===== src/rtl/cv32e40p_parity_pkg.sv =====
// Shared types and helpers for the parity/ECC recovery controllers.
package cv32e40p_parity_pkg;

  typedef enum logic [2:0] {
    IDLE    = 3'd0,
    HALT    = 3'd1,
    RELOAD  = 3'd2,
    CHECK   = 3'd3,
    RELEASE = 3'd4,
    FATAL   = 3'd5
  } parity_ctrl_state_e;

  localparam int unsigned RELOAD_CYCLES_DEFAULT = 2;

  // Widest error vector the shared encoder function accepts.
  localparam int unsigned PRIO_MAX_W = 64;

  // Lowest set bit position of vec; 0 when vec is all zeros.
  function automatic logic [31:0] lowest_set_index(input logic [PRIO_MAX_W-1:0] vec);
    logic [31:0] idx;
    idx = '0;
    for (int i = PRIO_MAX_W - 1; i >= 0; i--) begin
      if (vec[i]) idx = i;
    end
    return idx;
  endfunction

endpackage


===== src/rtl/cv32e40p_prio_enc.sv =====
// Combinational lowest-index-first priority encoder.
module cv32e40p_prio_enc
  import cv32e40p_parity_pkg::*;
#(
  parameter int unsigned N  = 8,
  localparam int unsigned IW = $clog2(N)
) (
  input  logic [N-1:0]  vec,
  output logic [IW-1:0] idx,
  output logic          valid
);

  logic [PRIO_MAX_W-1:0] vec_ext;
  logic [31:0]           idx_full;

  assign vec_ext  = PRIO_MAX_W'(vec);
  assign idx_full = lowest_set_index(vec_ext);
  assign idx      = idx_full[IW-1:0];
  assign valid    = |vec;

endmodule


===== src/rtl/cv32e40p_parity_err_ctrl.sv =====
// Recovery controller: halts the core, reloads one faulty parity-protected
// register from its golden source, re-checks it and reports the outcome.
module cv32e40p_parity_err_ctrl
  import cv32e40p_parity_pkg::*;
#(
  parameter int unsigned NUM_REGS      = 8,
  parameter int unsigned CNT_WIDTH     = 8,
  parameter int unsigned RELOAD_CYCLES = RELOAD_CYCLES_DEFAULT,
  parameter int unsigned MAX_RETRY     = 2,
  localparam int unsigned IDX_W        = $clog2(NUM_REGS)
) (
  input  logic                 clk,
  input  logic                 rst_n,
  input  logic [NUM_REGS-1:0]  mem_err_i,
  input  logic                 enable_i,
  input  logic                 halt_ack_i,
  input  logic                 irq_ack_i,
  output logic                 halt_req_o,
  output logic [NUM_REGS-1:0]  reload_o,
  output logic                 irq_o,
  output logic                 fatal_o,
  output logic                 busy_o,
  output logic [IDX_W-1:0]     err_idx_o,
  output logic [NUM_REGS-1:0]  err_sticky_o,
  output logic [CNT_WIDTH-1:0] err_cnt_o
);

  localparam int unsigned RW = $clog2(MAX_RETRY + 1);
  localparam int unsigned CW = (RELOAD_CYCLES > 1) ? $clog2(RELOAD_CYCLES) : 1;
  localparam logic [RW-1:0] RETRY_LIMIT = RW'(MAX_RETRY);
  localparam logic [CW-1:0] RCNT_INIT   = CW'(RELOAD_CYCLES - 1);

  parity_ctrl_state_e   state_q;
  logic [NUM_REGS-1:0]  pending_q, pending_d;
  logic [NUM_REGS-1:0]  sel_onehot;
  logic [IDX_W-1:0]     idx_q;
  logic [RW-1:0]        retry_q;
  logic [CW-1:0]        rcnt_q;
  logic [CNT_WIDTH-1:0] cnt_q;
  logic [NUM_REGS-1:0]  sticky_q;
  logic                 irq_q;
  logic [IDX_W-1:0]     enc_idx;
  logic                 enc_valid;

  cv32e40p_prio_enc #(.N(NUM_REGS)) u_prio_enc (
    .vec   (pending_q),
    .idx   (enc_idx),
    .valid (enc_valid)
  );

  assign sel_onehot = NUM_REGS'(1) << idx_q;

  // A new error on the register being released must survive the clear.
  always_comb begin
    pending_d = pending_q;
    if (state_q == RELEASE) pending_d = pending_d & ~sel_onehot;
    pending_d = pending_d | mem_err_i;
  end

  always_ff @(posedge clk or negedge rst_n) begin
    if (!rst_n) begin
      state_q   <= IDLE;
      pending_q <= '0;
      idx_q     <= '0;
      retry_q   <= '0;
      rcnt_q    <= '0;
      cnt_q     <= '0;
      sticky_q  <= '0;
      irq_q     <= 1'b0;
    end else begin
      pending_q <= pending_d;
      sticky_q  <= sticky_q | mem_err_i;

      if (state_q == RELEASE) irq_q <= 1'b1;
      else if (irq_ack_i)     irq_q <= 1'b0;

      case (state_q)
        IDLE: begin
          if (enable_i && enc_valid) begin
            idx_q   <= enc_idx;
            retry_q <= '0;
            state_q <= HALT;
            if (cnt_q != '1) cnt_q <= cnt_q + 1'b1;
          end
        end
        HALT: begin
          if (halt_ack_i) begin
            rcnt_q  <= RCNT_INIT;
            state_q <= RELOAD;
          end
        end
        RELOAD: begin
          if (rcnt_q == '0) state_q <= CHECK;
          else              rcnt_q  <= rcnt_q - 1'b1;
        end
        CHECK: begin
          if (!mem_err_i[idx_q]) begin
            state_q <= RELEASE;
          end else begin
            retry_q <= retry_q + 1'b1;
            if (retry_q + 1'b1 == RETRY_LIMIT) begin
              state_q <= FATAL;
            end else begin
              rcnt_q  <= RCNT_INIT;
              state_q <= RELOAD;
            end
          end
        end
        RELEASE: state_q <= IDLE;
        FATAL:   state_q <= FATAL;
        default: state_q <= IDLE;
      endcase
    end
  end

  // Moore outputs decoded from registered state only.
  assign halt_req_o   = (state_q == HALT) || (state_q == RELOAD) ||
                        (state_q == CHECK) || (state_q == FATAL);
  assign reload_o     = (state_q == RELOAD) ? sel_onehot : '0;
  assign fatal_o      = (state_q == FATAL);
  assign busy_o       = (state_q != IDLE);
  assign irq_o        = irq_q;
  assign err_idx_o    = idx_q;
  assign err_sticky_o = sticky_q;
  assign err_cnt_o    = cnt_q;

endmodule


===== config.mk =====
export PLATFORM = sky130hd
export DESIGN_NAME = cv32e40p_parity_err_ctrl
export DESIGN_NICKNAME = d
export VERILOG_FILES = /design/src/rtl/cv32e40p_parity_pkg.sv /design/src/rtl/cv32e40p_prio_enc.sv /design/src/rtl/cv32e40p_parity_err_ctrl.sv
export SDC_FILE = /design/constraint.sdc
export NUM_CORES = 1
export LEC_CHECK = 0
export CAP_MARGIN = 5
export CORE_ASPECT_RATIO = 0.5
export CORE_UTILIZATION = 30
export DETAILED_ROUTE_END_ITERATION = 7
export PLACE_DENSITY = 0.66
export SETUP_SLACK_MARGIN = 0.05
export SLEW_MARGIN = 20
export SYNTH_ARGS = -nofsm -noshare
export SYNTH_HDL_FRONTEND = slang
export SYNTH_SLANG_ARGS = --single-unit

===== constraint.sdc =====
create_clock -name clk -period 1.8 [get_ports clk]
set_input_delay 0.36 -clock clk [delete_from_list [all_inputs] [get_ports clk]]
set_output_delay 0.36 -clock clk [all_outputs]
set_load 0.05 [all_outputs]

Word level (Yosys, flattened, before mapping)
Cells that the tools add are included.
- register bits: 34
- output and inout port bits: 31
- word-level logic and storage cells: 72
- add/subtract/negate cells: 3
- order comparisons: 1
- eq/ne operators: 12
- shift-type cells: 1
- mux-type cells: 28
- bitwise gates (word level): 4
- reduce and logical (&&, ||, !) cells: 15
- operator list (kind ; count):
    2-to-1 mux 3 bit ; 13
    2-to-1 mux 8 bit ; 2
    bitwise OR 8 bit ; 2
    case mux 3 bit (5 select lines) ; 1
    != test 2 bit, second input constant ; 5
    AND reduction 3 bit ; 3
    adder 8 x 1 -> 8 bit, second input constant ; 1
    AND 8 bit ; 1
    != test 8 bit, second input constant ; 1
    NOT 8 bit ; 1
    OR reduction 8 bit ; 1
    left shift 1 x 3 -> 8 bit, first input constant ; 1
    2-to-1 mux 1 bit ; 7
    == test 3 x 2 -> 1 bit, second input constant ; 2
    == test 3 bit, second input constant ; 2
    nonzero test 3 bit ; 2
    less-than comparator 3 x 4 -> 1 bit, second input constant ; 1
    2-to-1 mux 2 bit ; 2
    case mux 2 bit (2 select lines) ; 1
    AND reduction 4 bit ; 1
    nonzero test 2 bit ; 2
    binary-select mux 1 bit (select 3 bit) ; 1
    == test 3 x 1 -> 1 bit, second input constant ; 1
    logical NOT 3 bit ; 1
    7 further kinds ; 9

Longest topological paths before layout
Gate-level depths: netlist of the first run.
- depth in word-level cells: 8
- mapped depth: 6
- depth with buffers taken out: 6

Hierarchy
A second synthesis of the first run with hierarchy kept.
- cell total of the unflattened synthesis: 171
- area total of the unflattened synthesis: 1717.9 um^2
- by module, submodules not included (module ; instances ; cells each ; area an instance (um^2) ; sequential area each (um^2)):
    cv32e40p_parity_err_ctrl ; 1 ; 158 ; 1636.6 ; 850.8
    cv32e40p_prio_enc ; 1 ; 13 ; 81.3 ; 0.0

Least setup slack after synthesis of the first run
No wires, ideal clock.
- path kind: flip-flop to output port
- start point: register idx_q[2], in the netlist err_idx_o[2]
- end point: output reload_o[4]
- arrival time: 2022 ps
- data required time: 1440 ps
- path slack: -582 ps
- cell stages (with the launch flop): 3
- path buffers: 0
- cell sequence: dfrtp_1 nand3_1 nor3_1
- word-level cells in the longest chain between the ends: 2
- ends and longest elaborated chain (element ; line ; source):
    start, declared ; cv32e40p_parity_err_ctrl.sv:36 ; logic [IDX_W-1:0] idx_q;
    start signal, assigned ; cv32e40p_parity_err_ctrl.sv:80 ; idx_q <= enc_idx;
    left shift 1 x 3 -> 8 bit ; cv32e40p_parity_err_ctrl.sv:51 ; assign sel_onehot = NUM_REGS'(1) << idx_q;
    2-to-1 mux 8 bit ; cv32e40p_parity_err_ctrl.sv:119 ; assign reload_o = (state_q == RELOAD) ? sel_onehot : '0;
    end, declared ; cv32e40p_parity_err_ctrl.sv:19 ; output logic [NUM_REGS-1:0] reload_o,
Every way passes these cells.

Final worst setup path of the first run
- start point: register state_q[0]
- end point: output reload_o[0]
- word-level cells in the longest chain between the ends: 2
- ends and longest elaborated chain (element ; line ; source):
    start, declared ; cv32e40p_parity_err_ctrl.sv:33 ; parity_ctrl_state_e state_q;
    start signal, assigned ; cv32e40p_parity_err_ctrl.sv:62 ; state_q <= IDLE;
    start signal, assigned ; cv32e40p_parity_err_ctrl.sv:82 ; state_q <= HALT;
    start signal, assigned ; cv32e40p_parity_err_ctrl.sv:89 ; state_q <= RELOAD;
    == test 3 x 2 -> 1 bit ; cv32e40p_parity_err_ctrl.sv:119 ;
    2-to-1 mux 8 bit ; cv32e40p_parity_err_ctrl.sv:119 ;
Every way passes these cells.

==> metrics, run 1 <==
power per standard cell area between 1000 and 1500 mW/mm2; clock buffers created by TritonCTS 5; Root Driver clkbuf_8; Core Rows 18; launching element type of the critical path register; post-synthesis net count between 150 and 200; Final min period ~1.8 ns; placeable core region roughly 0.0052 mm2; Final Hold Fails 0; Switching Fraction 0.4166; Internal 0.002416 W; antenna violation net count after detailed routing 0; slew at the pin with the worst max-slew slack ~0.38 ns; leakage 1.154 nW; Netlist Area Pre-Place between 0.0015 and 0.002 mm2; worst-path maximum fanout 4; leading area contributor after synthesis dfrtp_1; sequential group share of total power 0.270; final-report max-slew violation count 0; nets 262; number of buffer cells added on primary ports 43; arrival time of data at the critical path endpoint 1.46 ns; worst voltage drop across the vdd grid between 0.0007 and 0.0008 V; Synth cell types 40; fraction of registers with async set/reset 1.000; final HPWL from detailed placement around 3.1 mm; main flop type after synthesis dfrtp_1; part of the total power dissipated in the clock network 0.163; Setup Crit Path Kind reg -> out; unrepaired setup endpoints after global routing true; run status finished, violations left; max_slew headroom 0.7455; global-route wire length before repair slightly above 7 mm; Ys Warns 0; final worst-path setup slack -0.01952 ns; GRT Overall Usage 0.1640; post-synth top area share 0.5075; clock tree from TritonCTS yes; crit end category output port; routability congestion estimate from global placement 0.8144; violated checks negative setup slack; First DRT Iteration DRCs 62; remaining global-route overflow 0; clock latency at the later pin of the worst-skew pair 0.28 ns; vias post-DR ~1,500; average wire per standard cell 14.75 um; Comb power frac 0.567; CTS Sinks 34; Post-Route Setup TNS -0.02783 ns; number of antenna violations at the first check in global routing 0; average via count per standard cell roughly 4.8; number of buffers inserted for hold repair after clock tree synthesis 0; Post-Synthesis Cells 157; Avg Cell Area, Syn ~11 um2; part of the Yosys area used for sequential elements 0.5075; number of antenna cells inserted 0; clock skew approximately 0.0097 ns; clock edge transition at the registers on the reported setup and hold paths about 0.070 ns; number of failing setup endpoints in the final timing report 2; layout cell share with drive strength beyond 1 0.5323; H-tree levels 2; number of buffers between clock root and the deepest sink 2; number of max-capacitance violations reported 0; Chip Height between 50 and 60 um; f_max approximately 0.55 GHz; width of the chip approximately 110 um; vias in the first global route 1,513; classification of the worst-slack hold path in -> reg; total power after layout ~0.0041 W; leading cell types by total area after synthesis dfrtp_1 (51%), nand2b_1 (3.7%), nor2_1 (3.4%); maximum number of pins on one net before global-route repair 35; area of the die a little under 0.006 mm2; initial core utilization 0.3251; number of enable-type register cells in the synthesized netlist 0; register bit count reported by yosys 34; worst endpoint required time about 1.4 ns; IO Count 44; detailed-router iteration count before antenna repair 4; Switching Power about 0.0017 W; period utilization 1.011; final wirelength roughly 4.7 mm; growth of design area from synthesis to finish 73.88%; detailed-route DRC error count 0
-- layer usage --
metal,vias up,part of all wire,GRT usage
met3,5,0.052,0.03929
met2,34,0.48,0.2639
met4,0,0.0066,0.05936
met1,751,0.46,0.2196
met5,-,0,0
li1,737,-,-
-- cells in the mapped netlist (3+ instances only) --
cell and number:
or2_2 8, xnor2_1 5, dfrtp_1 34, nand3b_1 3
a21oi_1 7, nand2_1 9, o21ai_0 6, nor2_1 15
nand4_1 3, nand3_1 5, nand2b_1 10, nor3_1 6
inv_1 6, a21o_1 3
-- final cells by class --
class | instances | area, um2
Sequential cell | 34 | 858.3
Timing Repair Buffer | 88 | 895.9
Multi-Input combinational cell | 112 | 940.9
Fill cell | 411 | 2242
Tap cell | 70 | 87.58
Inverter | 6 | 26.28
Clock inverter | 1 | 30.03
Clock buffer | 7 | 76.32
-- final timing paths --
path	startpoint	to	slack (ns)	depth (start not counted)
hold / removal	mem_err_i[7]	pending_q[7]	0.35	2
hold reg to reg	err_sticky_o[1]	err_sticky_o[1]	0.46	1
setup / recovery	state_q[0]	reload_o[0]	-0.02	5
min in group asynchronous	rst_n	err_cnt_o[7]	0.44	2
max in group asynchronous	rst_n	err_idx_o[2]	1.16	2
setup reg to reg	pending_q[0]	retry_q[1]	0.05	5
-- worst max-delay path, cell delays in order, from the launching register on --
cell and delay (ns):
dfrtp_2 0.45, nor2_4 0.13, nand3b_1 0.12, buf_4 0.16, nor3_4 0.15, buf_12 0.16
-- state kept, by name, indices dropped and copies added (netlist names) --
| register | cells |
|---|---|
| retry_q | 2 |
| err_cnt_o | 8 |
| state_q | 3 |
| err_sticky_o | 8 |
| rcnt_q | 1 |
| err_idx_o | 3 |
| irq_o | 1 |
| pending_q | 8 |
-- logic make-up (layout without fill, tap and decap cells) --
logic type,after synthesis,in the layout,share of synthesized area
mux,4,4,0.04925
buf+inv,11,102,0.03060
simple gates,67,67,0.2291
xor+xnor,7,7,0.03657
flops,34,34,0.5075
compound gates,32,32,0.1321
fa+ha+maj,2,2,0.01492
-- stage by stage --
| stage | hold slack, ns | instances | util | setup slack, ns | cell area, um2 |
|---|---|---|---|---|---|
| finish | 0.3484 | 318 | 0.5653 | -0.01952 | 2915 |
| global route | 0.3571 | 318 | 0.5653 | -0.07247 | 2915 |
| CTS | 0.4450 | 311 | 0.5369 | -0.001402 | 2769 |
| detailed placement | 0.4524 | 288 | 0.4774 | -0.2302 | 2462 |
| global placement | 0.4491 | 288 | 0.4774 | -0.1316 | 2462 |
| floorplan | 0.06441 | 157 | - | -0.1638 | 1723 |
-- cells in the final DEF, fill, tap and decap left out, types with 2 or more instances in the layout --
cell type and count:
or4_4 2, nor2_4 9, mux4_2 2, dfrtp_2 6, buf_4 54, xor2_1 2
nand3b_1 3, nand2_1 9, o21ai_1 2, nand2b_1 9, o41ai_2 2, dlymetal6s2s_1 2
nor3_1 3, nor3_4 3, xnor2_1 5, dfrtp_1 28, nor2_1 6, a21oi_1 7
clkbuf_8 5, o31ai_2 2, inv_1 5, clkdlybuf4s50_1 10, buf_12 13, buf_6 8
o22ai_1 2, a21o_1 3, o21ai_0 3, ha_1 2, clkbuf_1 2, nand4_1 3
or2_2 8, nand3_1 3
-- power groups by stage --
| stage | sequential [W] | combinational [W] | clock (W) |
|---|---|---|---|
| final | 0.00112 | 0.00235 | 0.000677 |
| after global routing | 0.00114 | 0.00248 | 0.000719 |
| after CTS | 0.00113 | 0.00203 | 0.000692 |
| after detailed placement | 0.00113 | 0.00173 | 0 |
| after global placement | 0.00113 | 0.00170 | 0 |
| after floorplan | 0.00135 | 0.000878 | 0 |
-- timing repair --
action,4_1_cts,5_1_grt
resized for setup,22,22
cloned,0,0
endpoints found under the setup margin,12,23
pin swaps,5,15
setup buffers,15,7
Note: power is estimated with default switching activity, not from simulation.
==> run 2: changes to the inputs <==
- CORE_UTILIZATION: 30 -> 43
- PLACE_DENSITY: 0.66 -> 0.85
==> run 2 against run 1 <==
  * The flow still finishes with violations (negative setup slack)
  * Combinational power shrank 8%
  * Worst setup slack got worse by 0.040 ns
  * Fmax fell by 2.1%
  * Critical path depth is 1 lower
  * Clock-buffer cell count shrank 1
  * Clock skew fell by 0.0013 ns
  * Hold slack worse by 0.016 ns
  * Total power decreased by 6.8%
  * Largest power group unchanged
==> metrics, run 2 (same netlist as run 1, synthesis figures left out) <==
run status finished, violations left; violated checks negative setup slack; IO Count 44 (unchanged); First DRT Iteration DRCs 163 (+160%); unrepaired setup endpoints after global routing true; arrival time of data at the critical path endpoint 1.50 ns (+0.04 ns); met2 Track Usage GR 0.4198 (+0.1560); commonest non-fill, non-tap cell in the layout buf_4; top library cells by usage in the layout, fill and taps aside buf_4 (54), dfrtp_1 (28), buf_12 (12); critical path cell sequence nor2_4 > nand3_2 > nor3_4 > buf_12; Final Hold Fails 0 (unchanged); final worst-path setup slack -0.05936 ns (-0.03984 ns); average wire per standard cell 18.73 um (+27%); Max stage delay cell, worst path dfrtp_2; part of the total power dissipated in the clock network 0.148 (-0.015); Core Rows 15 (-3); growth of design area from synthesis to finish 64.25%; GR Layer Usage met1 0.2994 (+0.07977); detailed-route DRC error count 0 (unchanged); width of the chip 90.31 um (-16%); met3 layer usage reported by global route 0.07096 (+0.03167); sequential group share of total power 0.290 (+0.020); f_max 0.5378 GHz (-2.1%); Comb power frac 0.562 (-0.005); clock tree from TritonCTS yes; Chip Height 46.16 um (-16%); worst endpoint required time 1.44 ns (about the same); area of the die 0.004168 mm2 (-29%); final HPWL from detailed placement 3.048 mm (-2.9%); final wirelength 5.489 mm (+17%); GRT Overall Usage 0.2468 (+0.08285); number of antenna violations at the first check in global routing 0 (unchanged); total power after layout 0.003859 W (-6.8%); antenna violation net count after detailed routing 0 (unchanged); number of antenna cells inserted 0 (unchanged); clock skew 0.008364 ns (-0.001332 ns); delay contributed by the slowest stage of the critical path 0.44 ns (about the same); clock buffers created by TritonCTS 5 (unchanged); clock edge transition at the registers on the reported setup and hold paths 0.08 ns (about the same); power per standard cell area 1401 mW/mm2 (-1.3%); number of buffer cells added on primary ports 43 (unchanged); Setup Crit Path Kind reg -> out; remaining global-route overflow 0 (unchanged); detailed-router iteration count before antenna repair 4 (unchanged); leakage 1.087 nW (-5.8%); number of failing setup endpoints in the final timing report 5 (+3); most used routing layer met2; placeable core region 0.003585 mm2 (-30%); worst voltage drop across the vdd grid 0.0007776 V (+3.7%); slew at the pin with the worst max-slew slack 0.4487 ns (+0.06837 ns); global-route wire length before repair 7.534 mm (+4.7%); vias in the first global route 1,516 (+0.20%); nets 256 (-2.3%); Internal 0.002131 W (-12%); max_slew headroom 0.7009 (-0.04465); number of buffers between clock root and the deepest sink 2 (unchanged); initial core utilization 0.4677 (+0.1426); number of buffers inserted for hold repair after clock tree synthesis 0 (unchanged); CTS Sinks 34 (unchanged); placed cells 267 (-7.3%); clock latency at the later pin of the worst-skew pair 0.29 ns (about the same); average via count per standard cell 5.488 (+14%); classification of the worst-slack hold path in -> reg; Root Driver clkbuf_8; Final min period 1.859 ns (+0.03984 ns); routability congestion estimate from global placement 0.8882 (+9.1%); crit end category output port; WHS 0.3326 ns (-0.01582 ns); launching element type of the critical path register; Switching Fraction 0.4477 (+0.03112); layout cell share with drive strength beyond 1 0.5124 (-0.01986); worst-path maximum fanout 4 (unchanged); H-tree levels 2 (unchanged); final-report max-slew violation count 0 (unchanged); period utilization 1.033 (+0.02213); maximum number of pins on one net before global-route repair 35 (unchanged); post-route insts no fill 293 (-7.9%); number of max-capacitance violations reported 0 (unchanged); Switching Power 0.001728 W (+0.16%); Finished Core Util 0.7682 (+0.2030); vias post-DR 1,608 (+5.3%)
-- run 2: changes by cell type in the layout (fill, tap and decap cells not counted), sizes merged --
cell           delta
clkinv            +2
bufinv            -1
dlymetal6s2s      -1
buf               -6
clkbuf            -1
clkdlybuf4s50     +1
-- run 2: worst max-delay path: cells and delay by family (launching register included) --
family                 cells  cell delay, ns
buffers and inverters      1            0.17
AND/OR/NAND/NOR            3            0.58
flip-flops                 1            0.44
-- run 2: path summary, 6_finish.rpt --
check | from | to | slack, ns | cells past startpoint
setup reg to reg | state_q[0] | err_idx_o[1] | -0.01 | 5
hold / removal | mem_err_i[7] | pending_q[7] | 0.33 | 2
setup / recovery | state_q[2] | reload_o[4] | -0.06 | 4
hold reg to reg | err_sticky_o[3] | err_sticky_o[3] | 0.47 | 1
max in group asynchronous | rst_n | err_idx_o[0] | 0.95 | 2
min in group asynchronous | rst_n | pending_q[2] | 0.50 | 2
-- run 2: routing by layer --
layer / wire [um] / share of wire
met5: 0 / 0
met4: 110 / 0.020
met3: 388 / 0.071
met2: 2664 / 0.49
met1: 2325 / 0.42
-- run 2: power by group through the flow --
stage / Combinational [W] / Clock, W / Sequential [W]
finish: 0.00217 / 0.000571 / 0.00112
global route: 0.00227 / 0.000608 / 0.00114
CTS: 0.00188 / 0.000560 / 0.00112
detailed placement: 0.00171 / 0 / 0.00114
global placement: 0.00167 / 0 / 0.00113
floorplan: 0.000878 / 0 / 0.00135
-- run 2: repair_timing --
item	in CTS	in global routing
gates resized for setup	15	17
pin swaps	1	11
setup buffers	7	11
endpoints found under the setup margin	12	23
-- run 2: cell type report --
type,count,area [um2]
multi-input combinational,112,903.4
sequential,34,860.8
fill,199,830.8
timing repair buffer,82,817.0
clock buffer,6,72.57
tap,51,63.81
inverter,6,26.28
clock inverter,2,10.01
-- run 2: per-stage QoR --
stage	instance area (um2)	setup slack [ns]	TNS, ns
after floorplan	1723	-0.1638	-0.3593
after global placement	2411	-0.1548	-1.402
after detailed placement	2411	-0.1909	-2.153
after CTS	2600	-0.002572	-0.002572
after global routing	2754	-0.1071	-0.5372
final	2754	-0.05936	-0.1383
==> run 3: changes to the inputs <==
- ABC_CLOCK_PERIOD_IN_PS: unset -> 1800
- RECOVER_POWER: unset -> 50
- SETUP_SLACK_MARGIN: 0.05 -> unset
==> run 3 against run 2 <==
  * Via count fell by 3.4%
  * Non-clock buffer count fell by 10
  * Critical path type is now in -> reg
  * Total power fell by 0.69%
  * The run still ends with negative setup slack left
  * Global-route usage fell by 2.8 points
  * Core utilization fell by 2.3 points
  * Flip-flop and latch count did not move
==> metrics, run 3 (same netlist as run 1, synthesis figures left out) <==
Max stage delay cell, worst path dlygate4sd3_1; Chip Height 46.16 um (unchanged); vias in the first global route 1,405 (-7.3%); Final min period 1.847 ns (-0.01192 ns); power per standard cell area 1434 mW/mm2 (+2.3%); slew at the pin with the worst max-slew slack 0.8299 ns (+0.3811 ns); leakage 1.033 nW (-5.0%); vias post-DR 1,554 (-3.4%); IO Count 44 (unchanged); number of max-capacitance violations reported 0 (unchanged); instance area after placement 0.002404 mm2 (-0.31%); Final Hold Fails 0 (unchanged); number of antenna violations at the first check in global routing 0 (unchanged); crit end category register; First DRT Iteration DRCs 107 (-34%); area of the die 0.004168 mm2 (unchanged); detailed-router iteration count before antenna repair 5 (+1); H-tree levels 2 (unchanged); period utilization 1.026 (-0.006622); Finished Core Util 0.7456 (-0.02269); antenna violation net count after detailed routing 0 (unchanged); final worst-path setup slack -0.04745 ns (+0.01192 ns); commonest non-fill, non-tap cell in the layout buf_4; nets 246 (-3.9%); Worst Reg-to-Reg Cells 5 (unchanged); classification of the worst-slack hold path reg -> reg; unrepaired setup endpoints after global routing true; FF-to-FF End retry_q[1]; clock skew 0.008454 ns (+0.00008957 ns); layout cell share with drive strength beyond 1 0.4655 (-0.04688); final-report max-slew violation count 0 (unchanged); Place WS -0.2172 ns (-0.02633 ns); width of the chip 90.31 um (unchanged); number of buffer cells added on primary ports 43 (unchanged); max_slew headroom 0.4468 (-0.2541); clock edge transition at the registers on the reported setup and hold paths 0.07 ns (about the same); f_max 0.5413 GHz (+0.65%); arrival time of data at the critical path endpoint 2.00 ns (+0.50 ns); worst endpoint required time 1.95 ns (+0.51 ns); launching element type of the critical path input pin; Layout fillers 223 (+12%); GRT Overall Usage 0.2190 (-0.02781); violated checks negative setup slack; critical path cell sequence dlygate4sd3_1 > mux4_2 > mux2i_4 > nor2_1 > inv_1 > o221ai_1; growth of design area from synthesis to finish 59.40%; worst voltage drop across the vdd grid 0.0009088 V (+17%); startpoint of the worst-slack reg-to-reg timing path pending_q[5]; Setup Crit Path Kind in -> reg; Worst R2R Setup Slack -0.01 ns (about the same); delay contributed by the slowest stage of the critical path 0.57 ns (+0.13 ns); Hold Path Depth 1 (-1); run status finished, violations left; final wirelength 4.668 mm (-15%); clock tree from TritonCTS yes; number of buffers between clock root and the deepest sink 2 (unchanged); CTS Sinks 34 (unchanged); clock buffers created by TritonCTS 5 (unchanged); maximum number of pins on one net before global-route repair 35 (unchanged); initial core utilization 0.4677 (unchanged); Worst Hold Path EP err_sticky_o[7]; Core Rows 15 (unchanged); worst-path maximum fanout 5 (+1); number of failing setup endpoints in the final timing report 8 (+3); post-route insts no fill 283 (-3.4%); global-route wire length before repair 6.858 mm (-9.0%); placed cells 267 (unchanged); fin area 0.002673 mm2 (-3.0%); Root Driver clkbuf_8; average wire per standard cell 16.49 um (-12%); remaining global-route overflow 0 (unchanged); detailed-route DRC error count 0 (unchanged); number of buffers inserted for hold repair after clock tree synthesis 0 (unchanged); routability congestion estimate from global placement 0.8698 (-2.1%); final HPWL from detailed placement 3.128 mm (+2.6%); startpoint of the tightest hold check path err_sticky_o[7]; clock latency at the later pin of the worst-skew pair 0.29 ns (about the same); placeable core region 0.003585 mm2 (unchanged); top library cells by usage in the layout, fill and taps aside buf_4 (41), dfrtp_1 (28), buf_12 (13); average via count per standard cell 5.491 (about the same); number of antenna cells inserted 0 (unchanged)
[run 3: cell count changes in the layout (fill, tap and decap cells not counted), moves of 2 or more]
cell and change:
buf_4 -13, clkdlybuf4s50_1 -8, clkinv_2 -2, dlygate4sd3_1 +9, nor2_4 -2, o21ai_1 +2
[run 3: layer usage]
metal  vias to the layer above  global-route usage  routed length [um]
li1                        709                   -                   -
met1                       782              0.2758                2098
met2                        56              0.3939                2275
met3                         7             0.05446                 269
met4                         0             0.05484                  24
met5                         -                   0                   0
[run 3: layout make-up]
type / count / area [um2] / share of cell area
repair buffers: 72 / 734.5 / 0.2748
clock inverters: 3 / 45.04 / 0.01685
inverters: 6 / 22.52 / 0.008427
flip-flops and latches: 34 / 858.3 / 0.3212
multi-input cells: 112 / 879.6 / 0.3291
well taps: 51 / 63.81 / 0.02388
clock buffers: 5 / 68.82 / 0.02575
[run 3: how the worst max path moves through the flow]
stage,startpoint,end,slack (ns),depth (start not counted)
after global routing,mem_err_i[7],rcnt_q,-0.11,6
after CTS,state_q[2],reload_o[4],-0.03,4
after floorplan,err_idx_o[2],reload_o[4],-0.24,2
after detailed placement,enable_i,err_cnt_o[5],-0.22,6
final,mem_err_i[6],rcnt_q,-0.05,6
after global placement,enable_i,err_idx_o[1],-0.17,5
[run 3: through the flow]
| step | power (W) | TNS (ns) | hold WS [ns] |
|---|---|---|---|
| after floorplan | 0.002219 | -0.8164 | 0.06441 |
| after global placement | 0.002801 | -1.306 | 0.4528 |
| after detailed placement | 0.002855 | -2.039 | 0.4537 |
| after CTS | 0.003733 | -0.03322 | 0.4709 |
| after global routing | 0.003992 | -0.8589 | 0.4862 |
| final | 0.003832 | -0.1547 | 0.4680 |
[run 3: power by group]
part	switching (W)	total, W	internal (W)	leakage (nW)
logic	0.00112	0.00197	0.000853	0.618
registers	0.000221	0.00114	0.000923	0.365
clock network	0.000304	0.000716	0.000412	0.0504
total	0.00164	0.00383	0.00219	1.03
[run 3: critical path: cells and delay by family]
family,cells,cell delay [ns]
AO/OA/AOI/OAI,1,0.12
buffers and inverters,2,0.67
multiplexers,2,0.76
AND/OR/NAND/NOR,1,0.09
[run 3: repair_timing]
action / in CTS / in global routing
pin swaps: 2 / 6
endpoints found under the setup margin: 10 / 14
setup buffers: 6 / 2
gates resized for setup: 12 / 11
